**src/rtl/riscv_pkg.sv**
```systemverilog
// Shared fetch-stage types and defaults.
// Imported by the fetch stage and its buffer.
package riscv_pkg;

    localparam int unsigned XLEN = 32;
    localparam logic [XLEN-1:0] RESET_PC = '0;

    typedef struct packed {
        logic [XLEN-1:0] pc;
        logic [XLEN-1:0] inst;
    } fetch_entry_t;

    typedef enum logic {
        BOOT,
        RUN
    } fetch_state_t;

endpackage

```
**src/rtl/inst_fetch_fifo.sv**
```systemverilog
// Synchronous fetch buffer holding {pc, inst} entries for decode.
// Flush has priority over push and pop.
module fetch_fifo
    import riscv_pkg::*;
#(
    parameter int unsigned DEPTH = 2,
    parameter type entry_t = fetch_entry_t,
    localparam int unsigned CW = $clog2(DEPTH + 1)
) (
    input  logic          clk,
    input  logic          rst_n,
    input  logic          push,
    input  entry_t        push_data,
    input  logic          pop,
    input  logic          flush,
    output entry_t        head,
    output logic [CW-1:0] count,
    output logic          full,
    output logic          empty
);

    localparam int unsigned AW = $clog2(DEPTH);

    entry_t         mem [DEPTH];
    logic [AW-1:0]  wr_ptr;
    logic [AW-1:0]  rd_ptr;
    logic           do_push;
    logic           do_pop;

    assign full    = (count == CW'(DEPTH));
    assign empty   = (count == '0);
    assign do_push = push && !full;
    assign do_pop  = pop && !empty;
    assign head    = mem[rd_ptr];

    always_ff @(posedge clk) begin
        if (!rst_n) begin
            wr_ptr <= '0;
            rd_ptr <= '0;
            count  <= '0;
            for (int unsigned i = 0; i < DEPTH; i++) begin
                mem[i] <= '0;
            end
        end else if (flush) begin
            wr_ptr <= '0;
            rd_ptr <= '0;
            count  <= '0;
        end else begin
            if (do_push) begin
                mem[wr_ptr] <= push_data;
                wr_ptr      <= wr_ptr + 1'b1;
            end
            if (do_pop) begin
                rd_ptr <= rd_ptr + 1'b1;
            end
            case ({do_push, do_pop})
                2'b10:   count <= count + 1'b1;
                2'b01:   count <= count - 1'b1;
                default: count <= count;
            endcase
        end
    end

endmodule

```
**src/rtl/inst_fetch.sv**
```systemverilog
// Fetch stage: credit-limited word reads to imem, in-order response buffering,
// valid/ready delivery to decode, and redirect with stale-response dropping.
module inst_fetch #(
    parameter int unsigned            XLEN     = riscv_pkg::XLEN,
    parameter logic [XLEN-1:0]        RESET_PC = riscv_pkg::RESET_PC,
    parameter int unsigned            DEPTH    = 2
) (
    input  logic            clk,
    input  logic            rst_n,
    output logic            imem_req_valid,
    input  logic            imem_req_ready,
    output logic [XLEN-1:0] imem_addr,
    input  logic            imem_rsp_valid,
    input  logic [XLEN-1:0] imem_rsp_data,
    output logic            inst_valid,
    input  logic            inst_ready,
    output logic [XLEN-1:0] inst,
    output logic [XLEN-1:0] inst_pc,
    input  logic            redirect_valid,
    input  logic [XLEN-1:0] redirect_pc
);

    import riscv_pkg::*;

    localparam int unsigned CW = $clog2(DEPTH + 1);
    localparam int unsigned AW = $clog2(DEPTH);

    fetch_state_t    state_q;
    fetch_state_t    state_d;
    logic [XLEN-1:0] fetch_pc;
    logic [CW-1:0]   in_flight;
    logic [CW-1:0]   drop_cnt;
    logic [CW-1:0]   fifo_count;
    logic [XLEN-1:0] pcq_mem [DEPTH];
    logic [AW-1:0]   pcq_wr;
    logic [AW-1:0]   pcq_rd;
    logic            accept;
    logic            fifo_push;
    logic            fifo_pop;
    logic            fifo_full;
    logic            fifo_empty;
    fetch_entry_t    push_entry;
    fetch_entry_t    fifo_head;
    logic            unused_bits;

    always_ff @(posedge clk) begin
        if (!rst_n) begin
            state_q <= BOOT;
        end else begin
            state_q <= state_d;
        end
    end

    // Credits: outstanding reads plus buffered entries never exceed DEPTH,
    // so every response is guaranteed a buffer slot.
    always_comb begin
        state_d        = state_q;
        imem_req_valid = 1'b0;
        case (state_q)
            BOOT: state_d = RUN;
            RUN: imem_req_valid = !redirect_valid &&
                     (({1'b0, in_flight} + {1'b0, fifo_count}) < (CW + 1)'(DEPTH));
            default: state_d = BOOT;
        endcase
    end

    assign accept    = imem_req_valid && imem_req_ready;
    assign imem_addr = fetch_pc;

    always_ff @(posedge clk) begin
        if (!rst_n) begin
            fetch_pc <= RESET_PC;
        end else if (redirect_valid) begin
            fetch_pc <= {redirect_pc[XLEN-1:2], 2'b00};
        end else if (accept) begin
            fetch_pc <= fetch_pc + XLEN'(4);
        end
    end

    always_ff @(posedge clk) begin
        if (!rst_n) begin
            in_flight <= '0;
        end else begin
            case ({accept, imem_rsp_valid})
                2'b10:   in_flight <= in_flight + 1'b1;
                2'b01:   in_flight <= in_flight - 1'b1;
                default: in_flight <= in_flight;
            endcase
        end
    end

    // On redirect every read still outstanding is stale, including any already
    // marked for dropping, so the drop count becomes the surviving in-flight total.
    always_ff @(posedge clk) begin
        if (!rst_n) begin
            drop_cnt <= '0;
        end else if (redirect_valid) begin
            drop_cnt <= in_flight - CW'(imem_rsp_valid);
        end else if (imem_rsp_valid && (drop_cnt != '0)) begin
            drop_cnt <= drop_cnt - 1'b1;
        end
    end

    always_ff @(posedge clk) begin
        if (!rst_n) begin
            pcq_wr <= '0;
            pcq_rd <= '0;
        end else begin
            if (accept) begin
                pcq_wr <= pcq_wr + 1'b1;
            end
            if (imem_rsp_valid) begin
                pcq_rd <= pcq_rd + 1'b1;
            end
        end
    end

    always_ff @(posedge clk) begin
        if (accept) begin
            pcq_mem[pcq_wr] <= fetch_pc;
        end
    end

    assign push_entry = '{pc: pcq_mem[pcq_rd], inst: imem_rsp_data};
    assign fifo_push  = imem_rsp_valid && (drop_cnt == '0) && !redirect_valid;
    assign fifo_pop   = inst_valid && inst_ready && !redirect_valid;

    fetch_fifo #(
        .DEPTH   (DEPTH),
        .entry_t (fetch_entry_t)
    ) u_fifo (
        .clk       (clk),
        .rst_n     (rst_n),
        .push      (fifo_push),
        .push_data (push_entry),
        .pop       (fifo_pop),
        .flush     (redirect_valid),
        .head      (fifo_head),
        .count     (fifo_count),
        .full      (fifo_full),
        .empty     (fifo_empty)
    );

    assign inst_valid  = !fifo_empty;
    assign inst        = fifo_head.inst;
    assign inst_pc     = fifo_head.pc;
    assign unused_bits = ^{redirect_pc[1:0], fifo_full};

endmodule
```
**config.mk**
```make
export PLATFORM = sky130hd
export DESIGN_NAME = inst_fetch
export DESIGN_NICKNAME = d
export VERILOG_FILES = /design/src/rtl/riscv_pkg.sv /design/src/rtl/inst_fetch_fifo.sv /design/src/rtl/inst_fetch.sv
export SDC_FILE = /design/constraint.sdc
export NUM_CORES = 1
export LEC_CHECK = 0
export CAP_MARGIN = 20
export CORE_MARGIN = 3
export CORE_UTILIZATION = 40
export CTS_CLUSTER_SIZE = 24
export DETAILED_ROUTE_END_ITERATION = 12
export GPL_TIMING_DRIVEN = 0
export SKIP_CTS_REPAIR_TIMING = 1
export SYNTH_ARGS = -nofsm -noshare
export SYNTH_HDL_FRONTEND = slang
export SYNTH_HIERARCHICAL = 1
export SYNTH_SLANG_ARGS = --single-unit
export TNS_END_PERCENT = 10
```
**constraint.sdc**
```tcl
create_clock -name clk -period 4.9 [get_ports clk]
set_input_delay 0.98 -clock clk [delete_from_list [all_inputs] [get_ports clk]]
set_output_delay 0.98 -clock clk [all_outputs]
set_load 0.05 [all_outputs]
```
Word-level counts from Yosys, hierarchy flattened
Memories as Yosys holds them, arrays and structs flattened. A register that Yosys moved wholly into a read port is not among the register bits.
Cells that the tools add are included.
{ "classes": {"mux": 22, "add_sub_neg": 12, "bitwise_logic": 1, "reduce_logical": 21, "eq_ne": 5, "magnitude_cmp": 1} }
{ "ops": {"columns": ["op", "count"], "rows": [
  ["$mux 32", 2],
  ["$mux 64", 1],
  ["$reduce_or 64->1", 1],
  ["$add 32x3->32 const B", 1],
  ["$mux 1", 15],
  ["$reduce_bool 2->1", 5],
  ["$logic_and 1x1->1", 9],
  ["$pmux 2 s2", 2],
  ["$eq 2x2->1 const B", 3],
  ["$sub 2x1->2 const B", 3],
  ["$add 1x1->1 const B", 4],
  ["$add 2x1->2 const B", 2],
  ["$eq 2x1->1 const B", 2],
  ["$logic_not 2->1", 2],
  ["$mux 2", 2],
  ["$add 2x2->3", 1],
  ["$logic_not 1->1", 3],
  ["$lt 3x2->1 const B", 1],
  ["$reduce_or 2->1", 1],
  ["$sub 2x1->2", 1],
  ["$not 1->1", 1]
]} }
{ "word_totals": {"output_inout_bits": 98, "input_bits": 70, "ramBits": 192, "mem_count": 2, "ff_bits": 43, "elab_cells": 74} }
{ "mem_list": {"columns": ["name", "depth", "word_bits", "read_ports", "rd_clocked_by_memory_dff", "wr", "line", "source"], "rows": [
  ["u_fifo.mem", 2, 64, 1, 1, 2, "inst_fetch_fifo.sv:24", "entry_t mem [DEPTH];"],
  ["pcq_mem", 2, 32, 1, 1, 1, "inst_fetch.sv:34", "logic [XLEN-1:0] pcq_mem [DEPTH];"]
]} }

Longest topological paths before layout
Gate-level depths: netlist of run 1.
{ "depth": {"word_depth": 10, "depth_mapped": 10, "ltp_nobuf": 9} }

Cells and area by module
Netlist of run 1, hierarchy kept.
{ "modules_own_cells": {"columns": ["module", "n_inst", "seq_area_each_um2", "cells_each", "area_each_um2"], "rows": [
  ["fetch_fifo", 1, 3943.8, 370, 5824.3],
  ["inst_fetch", 1, 2562.5, 353, 4279.1]
]} }

Worst setup path before layout of run 1
No wires, ideal clock.
{ "synth_path": {"path_kind": "input to register", "from": "input port redirect_valid", "to": "memory u_fifo/mem[0][0] (netlist name), enable pin", "required_time_ps": 4468, "path_buffers": 3, "cell_stages": 8, "setup_time_ps": 432, "path_slack_ps": 592, "arrival_ps": 3875, "cell_sequence": "clkbuf_1 inv_1 clkbuf_1 and3_1 inv_1 nor4_4 buf_6 nand2b_1"} }
{ "synth_lines": {"columns": ["element", "line", "source"], "rows": [
  ["start: declaration", "inst_fetch.sv:19", "input logic redirect_valid,"],
  ["end: declaration", "inst_fetch_fifo.sv:24", null]
]} }

Worst setup path after layout of run 1
{ "layout_path": {"from": "input port redirect_valid", "to": "output port imem_req_valid"} }
{ "layout_via": {"elab_chain_cells": 3} }
{ "layout_rtl": {"columns": ["element", "line", "source"], "rows": [
  ["$logic_not 1->1", "inst_fetch.sv:61", "RUN: imem_req_valid = !redirect_valid &&"],
  ["$logic_and 1x1->1", "inst_fetch.sv:61", null],
  ["$mux 1", "inst_fetch.sv:59", "case (state_q)"],
  ["end: declaration", "inst_fetch.sv:10", "output logic imem_req_valid,"]
]} }
Every way passes these cells.

==> flow_summary.yaml, run 1 <==
finish:
  final_common_cell: "edfxtp_1"
  instances_no_fill: 1263
  fin_nets: 997
  diodes: 0
  area_growth_syn_to_layout_pct: 29.5
  drive_above_1_share_pct: 18.0
  layout_common_cells: "188 x edfxtp_1, 163 x clkdlybuf4s50_1, 130 x and2_1"
cts:
  clock_latency_ps: 510
  clk_pin_slew_worst_paths_ps: 60
  cts_max_path_buffers: 3
  numCtsBuffers: 25
  cts.sinks: 231
  cts_root_buffer: "clkbuf_16"
  htreeDepth: 1
  tritoncts: "yes"
critical_path:
  slowest_stage: "clkdlybuf4s50_1"
  crit_path_end_kind: "output port"
  arrival_ps: 3480
  critical-path-max-stage-delay_ps: 900
  worstSetupPathType: "in -> out"
  critPathRequiredTime_ps: 3920
  path_max_fanout: 10
  start_kind: "input port"
  cp_top_family: "buffers and inverters"
  crit_path_frequent_cell: "clkdlybuf4s50_1"
  cp_cell_sequence: "clkdlybuf4s50_1 -> clkbuf_1 -> buf_1 -> nor4b_1 -> clkdlybuf4s50_1"
  crit_buf_inv: 4
routing:
  wl_per_cell_um: 17.9
  via_per_inst: 4.97
  first_pass_iters: 5
  routed_wl_um: 22500
  drc: 0
  antenna_left: 0
  vias: 6276
  drt-initial-drc-count: 438
placement:
  dp.cells: 1218
  dp_hpwl_um: 15400
  place.gp.congestion: 0.838
  numPortBuffers: 163
floorplanning:
  die_w_um: 165
  die_area_um2: 27200
  ios: 168
  die_h_um: 165
  floorplan.rows: 57
  start_util_pct: 41.1
  core_area_um2: 24600
timing:
  hold_viol: 0
  tightest_slew_ps: 779
  slew_violations: 0
  fin_crit_sh_pct: 91.1
  clock_skew_ps: 10.3
  setup_viol: 0
  whs_ps: 519
  max_freq_ghz: 0.224
  grt_setup_unrepaired: "false"
  maxSlewHeadroom_pct: 48.1
  min_period_ps: 4460
synthesis:
  ys_async_sr_fraction_pct: 0
  yosysWarnings: 6
  yosysSeqAreaShare_pct: 64.4
  syn_inst: 723
  synthFlopType: "edfxtp_1"
  synth_area_um2: 10100
  synthDistinctLibCells: 53
  synth-edff-count: 188
  syn-mean-instance-area_um2: 14.0
  ys_seq_elements: 231
worst_hold_path:
  hold_class: "reg -> reg"
power:
  peakVddDrop_uv: 194
  p_leak_nw: 4.62
  finalPower_mw: 4.66
  power_density_nw_per_um2: 356
grt:
  grt_pass1_wl_um: 35000
  globalRouteOverflowTotal: 0
  grt_use_total_pct: 16.5
  grt_pass1_vias: 6163
  grt_max_degree: 35
  grt_antenna_before_repair: 0
run_status:
  outcome: "finished, final reports clean"
flow_run:
  drv_cap: 0
==> cell type report <==
cell class	instances	area (um^2)
Buffer	39	254
Clock buffer	38	779
Clock inverter	7	57.6
Fill cell	2090	11500
Inverter	11	41.3
Multi-Input combinational cell	447	3340
Sequential cell	231	6510
Tap cell	324	405
Timing Repair Buffer	166	1690
==> per-layer routing <==
layer | vias up | part of all wire [%] | track usage (%)
met5 | - | 0 | 0
met4 | 0 | 1.2 | 3.62
met3 | 23 | 7.9 | 3.66
met2 | 222 | 43 | 25.1
met1 | 2973 | 47 | 24.4
li1 | 3058 | - | -
==> worst paths after layout <==
path | cells past startpoint | to | startpoint | slack (ps)
min | 2 | pcq_rd$_SDFFE_PN0P_ | pcq_rd$_SDFFE_PN0P_ | 520
max | 5 | imem_req_valid | redirect_valid | 440
max reg2reg | 8 | in_flight[1]$_SDFFE_PN0P_ | u_fifo/count[0]$_SDFFE_PP0P_ | 1880
min reg2reg | 2 | pcq_rd$_SDFFE_PN0P_ | pcq_rd$_SDFFE_PN0P_ | 520
==> worst register-to-register path: stages, from the launching register on <==
cell and delay [ps]:
dfxtp_1 470, and2_1 200, fa_1 460, nand4bb_1 230
nor2_1 520, inv_2 200, ha_1 370, or3_1 350
a21oi_1 140
==> sequential cells by signal (all words and copies together) (netlist names), named ones only <==
register       count
u_fifo/mem       128
pcq_mem           60
u_fifo/count       2
pcq_rd             1
u_fifo/wr_ptr      1
imem_addr         30
pcq_wr             1
drop_cnt           2
state_q            1
u_fifo/rd_ptr      1
in_flight          2
==> power breakdown <==
| group | internal, mW | switching [mW] |
|---|---|---|
| combinational | 0.213 | 0.320 |
| sequential | 2.21 | 0.0570 |
| clock | 1.15 | 0.719 |
==> cell families (layout without fill, tap and decap cells) <==
| kind of cell | count (synthesis) | count (layout) | share of synthesized area [%] |
|---|---|---|---|
| and+or+nand+nor | 249 | 249 | 14.9 |
| muxes | 97 | 97 | 10.8 |
| DFF | 231 | 231 | 64.4 |
| AOI/OAI and AO/OA | 64 | 64 | 3.91 |
| buffers and inverters | 50 | 261 | 2.92 |
| other | 1 | 6 | 0.0371 |
| adders and majority gates | 6 | 6 | 0.817 |
| xor gates and xnor gates | 25 | 25 | 2.17 |
==> per-stage QoR <==
| step | worst slack [ps] | TNS (ps) | area [um^2] | utilization [%] |
|---|---|---|---|---|
| 5_1_grt | 354 | 0 | 13100 | 53.2 |
| 2_1_floorplan | 592 | 0 | 10100 | - |
| 3_5_place_dp | 336 | 0 | 12200 | 49.8 |
| 3_3_place_gp | -1660 | -214790 | 12200 | 49.4 |
| 4_1_cts | 491 | 0 | 13100 | 53.2 |
| 6_report | 436 | 0 | 13100 | 53.2 |
==> cells in the mapped netlist (2+ instances only) <==
cell        n  area (um^2)
nand3_1    11         55.1
a21oi_1    22          110
and4_4      2         22.5
and4_1      2         17.5
buf_4       2         15.0
a311oi_1    2         17.5
o311ai_0    3         26.3
a31oi_1     3         18.8
ha_1        5         62.6
buf_6      12          135
inv_1       9         33.8
xnor2_1    15          131
clkbuf_1   15         56.3
or3_1       5         31.3
mux2_2     95         1070
o21ai_0    15         75.1
nor4_1      9         56.3
buf_2       7         35.0
nor2_1     24         90.1
dfxtp_1    43          861
and2_1    130          813
o21a_1      2         15.0
and3_1      5         31.3
nand2_1    22         82.6
edfxtp_1  188         5650
buf_1       2         7.51
nor3_1      6         30.0
xor2_1     10         87.6
or4_1       4         30.0
nor4_4      2         42.5
a211oi_1   10         75.1
mux2_1      2         22.5
nand2b_1    6         37.5
nand4_1    14         87.6
Note: power is estimated with default switching activity, not from simulation.
==> run 2: changes to the inputs <==
GPL_TIMING_DRIVEN = default   (was 0)
REMOVE_ABC_BUFFERS = 1   (was default)
==> run 2 against run 1 <==
- die area is the same
- non-clock buffer count shrank 28
- power decreased by 1.8%
- critical endpoint unchanged
- largest cell class unchanged
- largest power group unchanged
- highest routed layer unchanged
==> flow_summary.yaml, run 2 (synthesized netlist as in run 1, its figures left out) <==
placement:
  dp_hpwl_um: 14000
  place.gp.congestion: 0.766
  dp.cells: 1190
  preCtsSetupSlack_ps: 934
  placed_area_um2: 12100
  numPortBuffers: 163
finish:
  diodes: 0
  final_common_cell: "edfxtp_1"
  layout_common_cells: "188 x edfxtp_1, 163 x clkdlybuf4s50_1, 130 x and2_1"
  fillers: 2098
  drive_above_1_share_pct: 17.4
  instances_no_fill: 1236
  largest-register: "u_fifo/mem"
  stdcell_area_um2: 12800
  largest_register_ffs: 128
  area_growth_syn_to_layout_pct: 27.2
  fin_nets: 969
grt:
  grt_antenna_before_repair: 0
  grt_use_total_pct: 16.3
  globalRouteOverflowTotal: 0
  grt_pass1_vias: 6190
  grt_max_degree: 65
  grt_pass1_wl_um: 34300
timing:
  clock_skew_ps: 13.3
  maxSlewHeadroom_pct: 34.3
  fin_crit_sh_pct: 78.3
  setup_viol: 0
  whs_ps: 509
  max_freq_ghz: 0.261
  min_period_ps: 3840
  setup_slack_ps: 1060
  grt_setup_unrepaired: "false"
  tightest_slew_ps: 986
  slew_violations: 0
  hold_viol: 0
cts:
  cts_max_path_buffers: 3
  cts.sinks: 231
  tritoncts: "yes"
  clock_latency_ps: 510
  htreeDepth: 1
  clk_pin_slew_worst_paths_ps: 60
  numCtsBuffers: 25
  cts_root_buffer: "clkbuf_16"
routing:
  vias: 6191
  antenna_left: 0
  first_pass_iters: 5
  drc: 0
  drt-initial-drc-count: 352
  routed_wl_um: 22100
  wl_per_cell_um: 17.9
  via_per_inst: 5.01
floorplanning:
  floorplan.rows: 57
  ios: 168
  start_util_pct: 41.1
  die_area_um2: 27200
  die_w_um: 165
  die_h_um: 165
  core_area_um2: 24600
critical_path:
  path_max_fanout: 11
  r2r_setup_slack_ps: 1680
  critPathRequiredTime_ps: 3920
  arrival_ps: 2860
  start_kind: "input port"
  crit_path_end_kind: "output port"
  worstSetupPathType: "in -> out"
run_status:
  outcome: "finished, final reports clean"
power:
  power_density_nw_per_um2: 356
  p_leak_nw: 4.49
  peakVddDrop_uv: 173
flow_run:
  drv_cap: 0
worst_hold_path:
  hold_class: "reg -> reg"
## run 2: changes by cell type in the layout (fill, tap and decap cells not counted), sizes merged
| cell | change |
|---|---|
| inv | +2 |
| clkinv | +1 |
| bufinv | +1 |
| buf | -12 |
| clkbuf | -22 |
| clkinvlp | +3 |
## run 2: cell type report
type	instances	area, um^2	area share, %
repair buffers	177	1760	13.7
multi-input cells	447	3340	26.0
well taps	324	405	3.15
flip-flops and latches	231	6510	50.7
clock buffers	32	662	5.15
clock inverters	14	131	1.02
inverters	11	41.3	0.321
## run 2: where the power goes
group	switching (mW)	internal (mW)	leakage (nW)
registers	0.0625	2.20	2.23
clock network	0.729	1.06	0.380
logic	0.307	0.210	1.88
total	1.10	3.48	4.49
## run 2: path summary, 6_finish.rpt
path | from | end | cells after the start
worst min register to register | pcq_rd$_SDFFE_PN0P_ | flop | 2
worst max register to register | u_fifo/count[0]$_SDFFE_PP0P_ | imem_addr[15]$_SDFFE_PN0P_ | 8
worst max-delay path | redirect_valid | imem_req_valid | 3
worst min-delay path | pcq_rd$_SDFFE_PN0P_ | flop | 2
## run 2: metal layers
| layer | global-route usage, % | vias to the layer above | wire (um) |
|---|---|---|---|
| met3 | 2.78 | 25 | 1320 |
| met2 | 27.6 | 199 | 10700 |
| met4 | 4.00 | 0 | 376 |
| li1 | - | 2997 | - |
| met5 | 0 | - | 0 |
| met1 | 21.8 | 2970 | 9740 |
## run 2: through the flow
step / power, mW / utilization (%) / setup TNS [ps]
finish: 4.58 / 52.2 / 0
global route: 4.75 / 52.2 / 0
CTS: 4.64 / 52.2 / 0
detailed placement: 2.83 / 49.0 / 0
global placement: 2.83 / 49.0 / 0
floorplan: 2.61 / - / -48450
## run 2: critical path, stage by stage
cell	delay [ps]
clkdlybuf4s50_1	670
nor4b_1	350
clkdlybuf4s50_1	860
==> run 3: changes to the inputs <==
PLACE_DENSITY = 0.65   (was default)
clock period = 3.3 ns   (was 4.9 ns; I/O delays follow)
==> run 3 against run 2 <==
- clock skew is 3.5 ps higher
- first-iteration DRC count grew 25%
- sequential power increased by 48%
- hold slack got worse by 1.6 ps
- die area unchanged
- critical path depth did not move
- global-route usage grew 0.22 points
==> flow_summary.yaml, run 3 (synthesized netlist as in run 1, its figures left out) <==
cts:
  numCtsBuffers: 25
  tritoncts: "yes"
  cts_root_buffer: "clkbuf_16"
  cts.sinks: 231
  clk_pin_slew_worst_paths_ps: 60
  cts_max_path_buffers: 3
  htreeDepth: 1
  clock_latency_ps: 510
finish:
  largest-register: "u_fifo/mem"
  fin_nets: 979
  area_growth_syn_to_layout_pct: 28.2
  final_common_cell: "edfxtp_1"
  drive_above_1_share_pct: 18.1
  largest_register_ffs: 128
  diodes: 0
  layout_common_cells: "188 x edfxtp_1, 162 x clkdlybuf4s50_1, 130 x and2_1"
  instances_no_fill: 1246
critical_path:
  crit_buf_inv: 2
  cp_top_family: "buffers and inverters"
  slowest_stage: "clkdlybuf4s50_1"
  start_kind: "flop"
  critPathRequiredTime_ps: 2640
  reg2reg_to: "imem_addr[30]$_SDFFE_PN0P_"
  cp_cell_sequence: "buf_4 -> mux2_2 -> clkdlybuf4s50_1"
  critical-path-max-stage-delay_ps: 740
  crit_path_end_kind: "output port"
  rr_worst_depth: 7
  r2r_setup_slack_ps: 490
  timing.rr.start: "in_flight[0]$_SDFFE_PN0P_"
  arrival_ps: 2460
  path_max_fanout: 22
  worstSetupPathType: "reg -> out"
grt:
  grt_use_total_pct: 16.5
  globalRouteOverflowTotal: 0
  grt_pass1_wl_um: 34900
  grt_max_degree: 65
  grt_antenna_before_repair: 0
  grt_pass1_vias: 6274
power:
  power_density_nw_per_um2: 522
  peakVddDrop_uv: 322
  p_leak_nw: 4.56
  finalPower_mw: 6.76
timing:
  setup_slack_ps: 175
  whs_ps: 507
  hold_viol: 0
  max_freq_ghz: 0.320
  slew_violations: 0
  fin_crit_sh_pct: 94.7
  setup_viol: 0
  fin_tns_setup_ps: 0
  tightest_slew_ps: 807
  maxSlewHeadroom_pct: 45.7
  min_period_ps: 3120
  grt_setup_unrepaired: "false"
  clock_skew_ps: 16.7
routing:
  via_per_inst: 5.01
  drc: 0
  drt-initial-drc-count: 439
  wl_per_cell_um: 17.9
  vias: 6237
  first_pass_iters: 5
  antenna_left: 0
  routed_wl_um: 22300
floorplanning:
  die_h_um: 165
  core_area_um2: 24600
  start_util_pct: 41.1
  die_w_um: 165
  floorplan.rows: 57
  die_area_um2: 27200
  ios: 168
placement:
  numPortBuffers: 163
  dp.cells: 1200
  preCtsSetupSlack_ps: 370
  place.gp.congestion: 0.783
  dp_hpwl_um: 14300
worst_hold_path:
  hold_class: "reg -> reg"
  hp-start: "u_fifo/rd_ptr$_SDFFE_PP0P_"
  min_path_cells: 2
run_status:
  outcome: "finished, final reports clean"
flow_run:
  drv_cap: 0
## run 3: cell count changes in the layout (fill, tap and decap cells not counted)
cell,previous run,this run
inv_6,2,1
clkinv_2,4,6
clkdlybuf4s50_1,163,162
buf_12,2,6
clkbuf_1,6,5
buf_4,12,19
clkinv_1,4,8
clkbuf_8,1,0
clkinvlp_4,3,0
## run 3: area by class of cell
| cell class | count | area (um^2) |
|---|---|---|
| fillers | 2116 | 11700 |
| repair buffers | 187 | 1880 |
| clock buffers | 30 | 644 |
| clock inverters | 16 | 125 |
| well taps | 324 | 405 |
| inverters | 11 | 41.3 |
| multi-input cells | 447 | 3340 |
| flip-flops and latches | 231 | 6510 |
## run 3: power by group
group | switching [mW] | total, mW | internal [mW]
Clock | 1.07 | 2.61 | 1.54
Sequential | 0.0893 | 3.36 | 3.27
Combinational | 0.462 | 0.784 | 0.321
## run 3: tightest hold or removal path, cell delays in order (launching register included)
cell     delay [ps]
dfxtp_1         320
xnor2_1          80
nor2_1           70
## run 3: how the worst max path moves through the flow
stage	start	to	slack, ps	cells past startpoint
2_1_floorplan	redirect_valid	u_fifo/mem[1][0]$_SDFFCE_PN0P_	-1660	5
4_1_cts	flop	inst_pc[25]	120	3
3_3_place_gp	imem_rsp_valid	u_fifo/mem[1][52]$_SDFFCE_PN0P_	430	6
6_report	flop	inst_pc[25]	180	3
3_5_place_dp	imem_rsp_valid	u_fifo/mem[1][50]$_SDFFCE_PN0P_	370	6
5_1_grt	flop	inst_pc[13]	80	3
## run 3: through the flow
| step | cell area (um^2) | util [%] |
|---|---|---|
| floorplan | 9870 | - |
| global placement | 12200 | 49.5 |
| detailed placement | 12200 | 49.5 |
| CTS | 12900 | 52.6 |
| global route | 12900 | 52.6 |
| finish | 12900 | 52.6 |
## run 3: layer usage
layer  part of all wire, %  GRT usage, %  vias up  routed length (um)
li1                      -             -     3009                   -
met1                    45          22.7     3011                9970
met2                    46          26.9      188               10300
met3                   7.1          3.46       29                1580
met4                   1.8          3.93        0                 397
met5                     0             0        -                   0
